==> src/rtl/as2650_bus_seq.sv <==
// External memory bus sequencer for the AS2650 core: drives the multiplexed 8-bit pads
// through high-address latch, low-address latch and read/write strobe phases.
module as2650_bus_seq #(
  parameter int ADDR_W      = 15,
  parameter int WAIT_STATES = 0
) (
  input  logic              wb_clk_i,
  input  logic              wb_rst_i,
  input  logic              req_i,
  input  logic              we_i,
  input  logic [ADDR_W-1:0] addr_i,
  input  logic [7:0]        wdata_i,
  input  logic              flush_hi_i,
  output logic              ready_o,
  output logic [7:0]        rdata_o,
  output logic [7:0]        bus_o,
  input  logic [7:0]        bus_i,
  output logic              bus_dir_o,
  output logic              le_lo_o,
  output logic              le_hi_o,
  output logic              oeb_o,
  output logic              web_o
);

  typedef enum logic [2:0] {
    IDLE, ADDR_HI, HOLD_HI, ADDR_LO, HOLD_LO, RD, WR, WR_HOLD
  } state_t;

  localparam logic [2:0] LAST_WAIT = 3'(WAIT_STATES);

  state_t      state;
  logic [15:0] addr_ext;
  logic [7:0]  hi_cache;
  logic        hi_valid;
  logic        hi_miss;
  logic [7:0]  lo_q;
  logic [7:0]  wdata_q;
  logic        we_q;
  logic [2:0]  cnt;

  // Address bits above ADDR_W-1 read as zero on the bus.
  always_comb begin
    addr_ext = '0;
    addr_ext[ADDR_W-1:0] = addr_i;
    hi_miss = !hi_valid || (addr_ext[15:8] != hi_cache);
  end

  always_ff @(posedge wb_clk_i or posedge wb_rst_i) begin
    if (wb_rst_i) begin
      state     <= IDLE;
      le_lo_o   <= 1'b0;
      le_hi_o   <= 1'b0;
      oeb_o     <= 1'b1;
      web_o     <= 1'b1;
      bus_dir_o <= 1'b1;
      bus_o     <= '0;
      ready_o   <= 1'b0;
      rdata_o   <= '0;
      hi_valid  <= 1'b0;
      hi_cache  <= '0;
      lo_q      <= '0;
      wdata_q   <= '0;
      we_q      <= 1'b0;
      cnt       <= '0;
    end else begin
      ready_o <= 1'b0;
      case (state)
        IDLE: begin
          if (req_i) begin
            lo_q      <= addr_ext[7:0];
            we_q      <= we_i;
            wdata_q   <= wdata_i;
            bus_dir_o <= 1'b0;
            if (hi_miss) begin
              state    <= ADDR_HI;
              bus_o    <= addr_ext[15:8];
              le_hi_o  <= 1'b1;
              hi_cache <= addr_ext[15:8];
              hi_valid <= 1'b1;
            end else begin
              state   <= ADDR_LO;
              bus_o   <= addr_ext[7:0];
              le_lo_o <= 1'b1;
            end
          end
        end
        // Hold states keep the address on the pads across each latch-enable fall.
        ADDR_HI: begin
          state   <= HOLD_HI;
          le_hi_o <= 1'b0;
        end
        HOLD_HI: begin
          state   <= ADDR_LO;
          bus_o   <= lo_q;
          le_lo_o <= 1'b1;
        end
        ADDR_LO: begin
          state   <= HOLD_LO;
          le_lo_o <= 1'b0;
        end
        HOLD_LO: begin
          cnt <= '0;
          if (we_q) begin
            state     <= WR;
            bus_o     <= wdata_q;
            bus_dir_o <= 1'b0;
            web_o     <= 1'b0;
          end else begin
            state     <= RD;
            bus_dir_o <= 1'b1;
            oeb_o     <= 1'b0;
          end
        end
        RD: begin
          if (cnt == LAST_WAIT) begin
            state   <= IDLE;
            rdata_o <= bus_i;
            oeb_o   <= 1'b1;
            ready_o <= 1'b1;
          end else begin
            cnt <= cnt + 3'd1;
          end
        end
        WR: begin
          if (cnt == LAST_WAIT) begin
            state <= WR_HOLD;
            web_o <= 1'b1;
          end else begin
            cnt <= cnt + 3'd1;
          end
        end
        WR_HOLD: begin
          state     <= IDLE;
          bus_dir_o <= 1'b1;
          ready_o   <= 1'b1;
        end
        default: state <= IDLE;
      endcase
      // A flush wins over a cache load on the same edge.
      if (flush_hi_i) hi_valid <= 1'b0;
    end
  end

endmodule

==> config.mk <==
export PLATFORM = sky130hd
export DESIGN_NAME = as2650_bus_seq
export DESIGN_NICKNAME = d
export VERILOG_FILES = /design/src/rtl/as2650_bus_seq.sv
export SDC_FILE = /design/constraint.sdc
export NUM_CORES = 1
export LEC_CHECK = 0
export CAP_MARGIN = 25
export CORE_ASPECT_RATIO = 1.75
export CORE_MARGIN = 1.5
export CORE_UTILIZATION = 54
export CTS_CLUSTER_SIZE = 24
export DETAILED_ROUTE_END_ITERATION = 6
export GPL_ROUTABILITY_DRIVEN = 0
export PLACE_DENSITY = 0.93
export SYNTH_ARGS = -nofsm -noshare
export SYNTH_HDL_FRONTEND = slang
export SYNTH_SLANG_ARGS = --single-unit
==> constraint.sdc <==
create_clock -name wb_clk_i -period 4.8 [get_ports wb_clk_i]
set_clock_uncertainty 0.15 [all_clocks]
set_input_delay 0.72 -clock wb_clk_i [delete_from_list [all_inputs] [get_ports wb_clk_i]]
set_output_delay 0.72 -clock wb_clk_i [all_outputs]
set_load 0.03 [all_outputs]
==> flow_metrics.env <==
export IMPL_yosys_warnings=0
export IMPL_slowest_delay_ns=0.79
export IMPL_synth_nets=254
export IMPL_post_route_drc_count=0
export IMPL_synth_edf_count=0
export IMPL_synthCells=216
export IMPL_clockRootBuffer="clkbuf_8"
export IMPL_ant_nets=0
export IMPL_synthXorXnorAreaFrac=0.0264
export IMPL_ir_drop_v=0.000456
export IMPL_critPathLaunchType="register"
export IMPL_fin_nets=307
export IMPL_synth_seq_cells=53
export IMPL_antenna_found_initial=0
export IMPL_clkLatencyLatePin_ns=0.32
export IMPL_fp_dieH_um=95.8
export IMPL_floorplan_rows=33
export IMPL_wl_met1_um=2120
export IMPL_rsz0062_at_grt="no"
export IMPL_fmax_mhz=411
export IMPL_critPathCaptureType="register"
export IMPL_synthMuxAreaShare=0.150
export IMPL_htree_levels=2
export IMPL_grt_overflow_total=0
export IMPL_worstPathRequired_ns=4.85
export IMPL_post_drt_via_cell_ratio=6.12
export IMPL_wire_per_inst_um=17.5
export IMPL_cts_buffers=5
export IMPL_hold_path_depth=1
export IMPL_synthTopCellsByCount="dfrtp_1 (50), mux2_2 (22), nor2_1 (14), mux2_4 (10), nand2_1 (10)"
export IMPL_areaGrowthSynthToFinish_pct=25.5
export IMPL_drt_iter0_drc=75
export IMPL_ys_seq_area_frac=0.500
export IMPL_status="finished, final reports clean"
export IMPL_synth_top_family_by_area="multiplexers"
export IMPL_synth_distinct_cells=45
export IMPL_synth_async_reset_ratio=1.00
export IMPL_cp_max_fo=20
export IMPL_track_usage=0.222
export IMPL_post_synth_top_count_cell="dfrtp_1"
export IMPL_met2WireLength_um=3130
export IMPL_clock_sinks=53
export IMPL_grt_pass1_vias=2021
export IMPL_synth_top_area_share=0.471
export IMPL_syn_cell_area_um2=2660
export IMPL_die_x_um=56.0
export IMPL_power_density_nw_per_um2=675
export IMPL_dieArea_um2=5370
export IMPL_critPathKind="register to register"
export IMPL_cts_tree="yes"
export IMPL_drive_gt1_frac=0.215
export IMPL_final_max_slew_viol_count=0
export IMPL_regArea_um2=1330
export IMPL_crit_slowest_cell="dfrtp_1"
export IMPL_synthAdderAreaFrac=0.0132
export IMPL_numPortBuffers=57
export IMPL_power_leakage_nw=1.32
export IMPL_setup_viol=0
export IMPL_postCtsSetupBuffers=0
export IMPL_multi_input_area_um2=1210
export IMPL_clk_path_buf_depth=2
export IMPL_finalHoldViolCount=0
export IMPL_grt_pass1_wl_um=9230
export IMPL_wl_met3_um=271
export IMPL_dp_hpwl_um=4120
export IMPL_yosysTopAreaCell="dfrtp_1"
export IMPL_highest_layer="met4"
export IMPL_dr_pass1_iters=4
export IMPL_antenna_cells=0
export IMPL_finalSetupTns_ns=0
export IMPL_worstMarginPinSlew_ns=0.785
export IMPL_clkSlewWorstSetupHoldPaths_ns=0.10
export IMPL_cap_violations=0
export IMPL_post_cts_resize_count=0
export IMPL_synthTopCellsByArea="dfrtp_1 (47%), mux2_2 (9.3%), mux2_4 (5.6%)"
export IMPL_maxSlewHeadroom=0.477
export IMPL_core_um2=4710
export IMPL_vias=1972
export IMPL_fillCellCount=345
export IMPL_synth_main_ff_cell="dfrtp_1"
export IMPL_postLayoutCoreUtil=0.708
export IMPL_hp_class="register to register"
export IMPL_path_cells="inv_1, and3_1, buf_16, o21ai_4, mux2_2"
export IMPL_min_period_ns=2.43
export IMPL_finalWirelength_um=5650
export IMPL_syn_avg_cell_area_um2=12.3
export IMPL_cp_arrival_ns=2.49
export IMPL_cts_hold_buffers=0
export IMPL_fin_crit_sh=0.507
export IMPL_synth_simple_gate_area_frac=0.122
export IMPL_worstRegToRegCells=5
export IMPL_grt_max_degree=40
export IMPL_synth_compound_area_frac=0.143
export IMPL_initial_core_util=0.565
export IMPL_io_pins=58
final timing paths:
| path | from | endpoint | slack (ns) |
|---|---|---|---|
| worst max register to register | state[2] | hi_cache[4] | 2.37 |
| worst max-delay path | state[2] | hi_cache[4] | 2.37 |
| worst min register to register | cnt[2] | cnt[2] | 0.34 |
| max in group asynchronous | wb_rst_i | web_o | 3.40 |
| min in group asynchronous | wb_rst_i | wdata_q[2] | 0.53 |
| worst min-delay path | cnt[2] | cnt[2] | 0.34 |
state kept, by name, summed over array words and instances (netlist names):
signal / flops
cnt: 3
we_q: 1
lo_q: 8
state: 3
oeb_o: 1
bus_o: 8
web_o: 1
bus_dir_o: 1
wdata_q: 8
le_lo_o: 1
rdata_o: 8
le_hi_o: 1
hi_cache: 7
ready_o: 1
hi_valid: 1
through the flow:
stage | cells | hold slack [ns] | setup WS, ns | total power, mW | area, µm²
final | 322 | 0.337 | 2.37 | 2.25 | 3330
after global routing | 322 | 0.374 | 2.22 | 2.38 | 3330
after CTS | 322 | 0.339 | 2.39 | 2.25 | 3330
after detailed placement | 314 | 0.326 | 2.18 | 1.98 | 3240
after global placement | 312 | 0.307 | 1.80 | 1.93 | 3190
after floorplan | 216 | 0.292 | 2.65 | 1.66 | 2660
placed cells by master, fill, tap and decap left out, drive strengths merged:
cell type      count
nand4             10
a21boi             1
a32oi              1
inv                6
nand4b             1
o21ai             10
o221ai             1
buf                2
or2                1
o211ai             8
clkbuf             5
nor2              16
a22oi              1
a21oi              5
clkinvlp           2
xnor2              7
a32o               1
o31ai              1
o21bai             1
nor3b              2
dfstp              3
a221oi             8
nand2             11
mux2              32
clkdlybuf4s50     57
o22a               2
and3               1
xor2               1
a31oi              7
nand2b             2
a21bo              1
and4               2
nand3              3
a2bb2oi            1
maj3               1
nor3               3
ha                 2
dfrtp             50
a21o               1
where the power goes:
part,internal [mW],total [mW],switching [mW]
Sequential,0.668,0.873,0.205
Clock,0.106,0.267,0.160
Combinational,0.539,1.11,0.573
Total,1.31,2.25,0.937
routing by layer:
metal	GRT usage	vias to the layer above
met5	0	-
met4	0.0992	0
met3	0.0444	11
met2	0.404	82
met1	0.249	969
li1	-	910
worst max-delay path: cells and delay by family (launching register included):
| kind | cells | cell delay (ns) |
|---|---|---|
| AOI/OAI and AO/OA | 1 | 0.10 |
| muxes | 1 | 0.36 |
| DFF | 1 | 0.79 |
| and+or+nand+nor | 1 | 0.37 |
| buffers and inverters | 2 | 0.56 |
logic make-up (layout without fill, tap and decap cells):
group                      Yosys count  in the layout
adders and majority gates            3              3
buffers and inverters               18             72
muxes                               32             32
DFF                                 53             53
and+or+nand+nor                     52             52
AOI/OAI and AO/OA                   50             50
xor gates and xnor gates             8              8
final cells by class:
cell class,count,area share
Tap cell,52,0.0195
Clock inverter,3,0.00788
Timing Repair Buffer,59,0.185
Sequential cell,53,0.399
Multi-Input combinational cell,145,0.362
Inverter,5,0.00563
Clock buffer,5,0.0206
No activity file was read; power rests on OpenSTA's default activity.
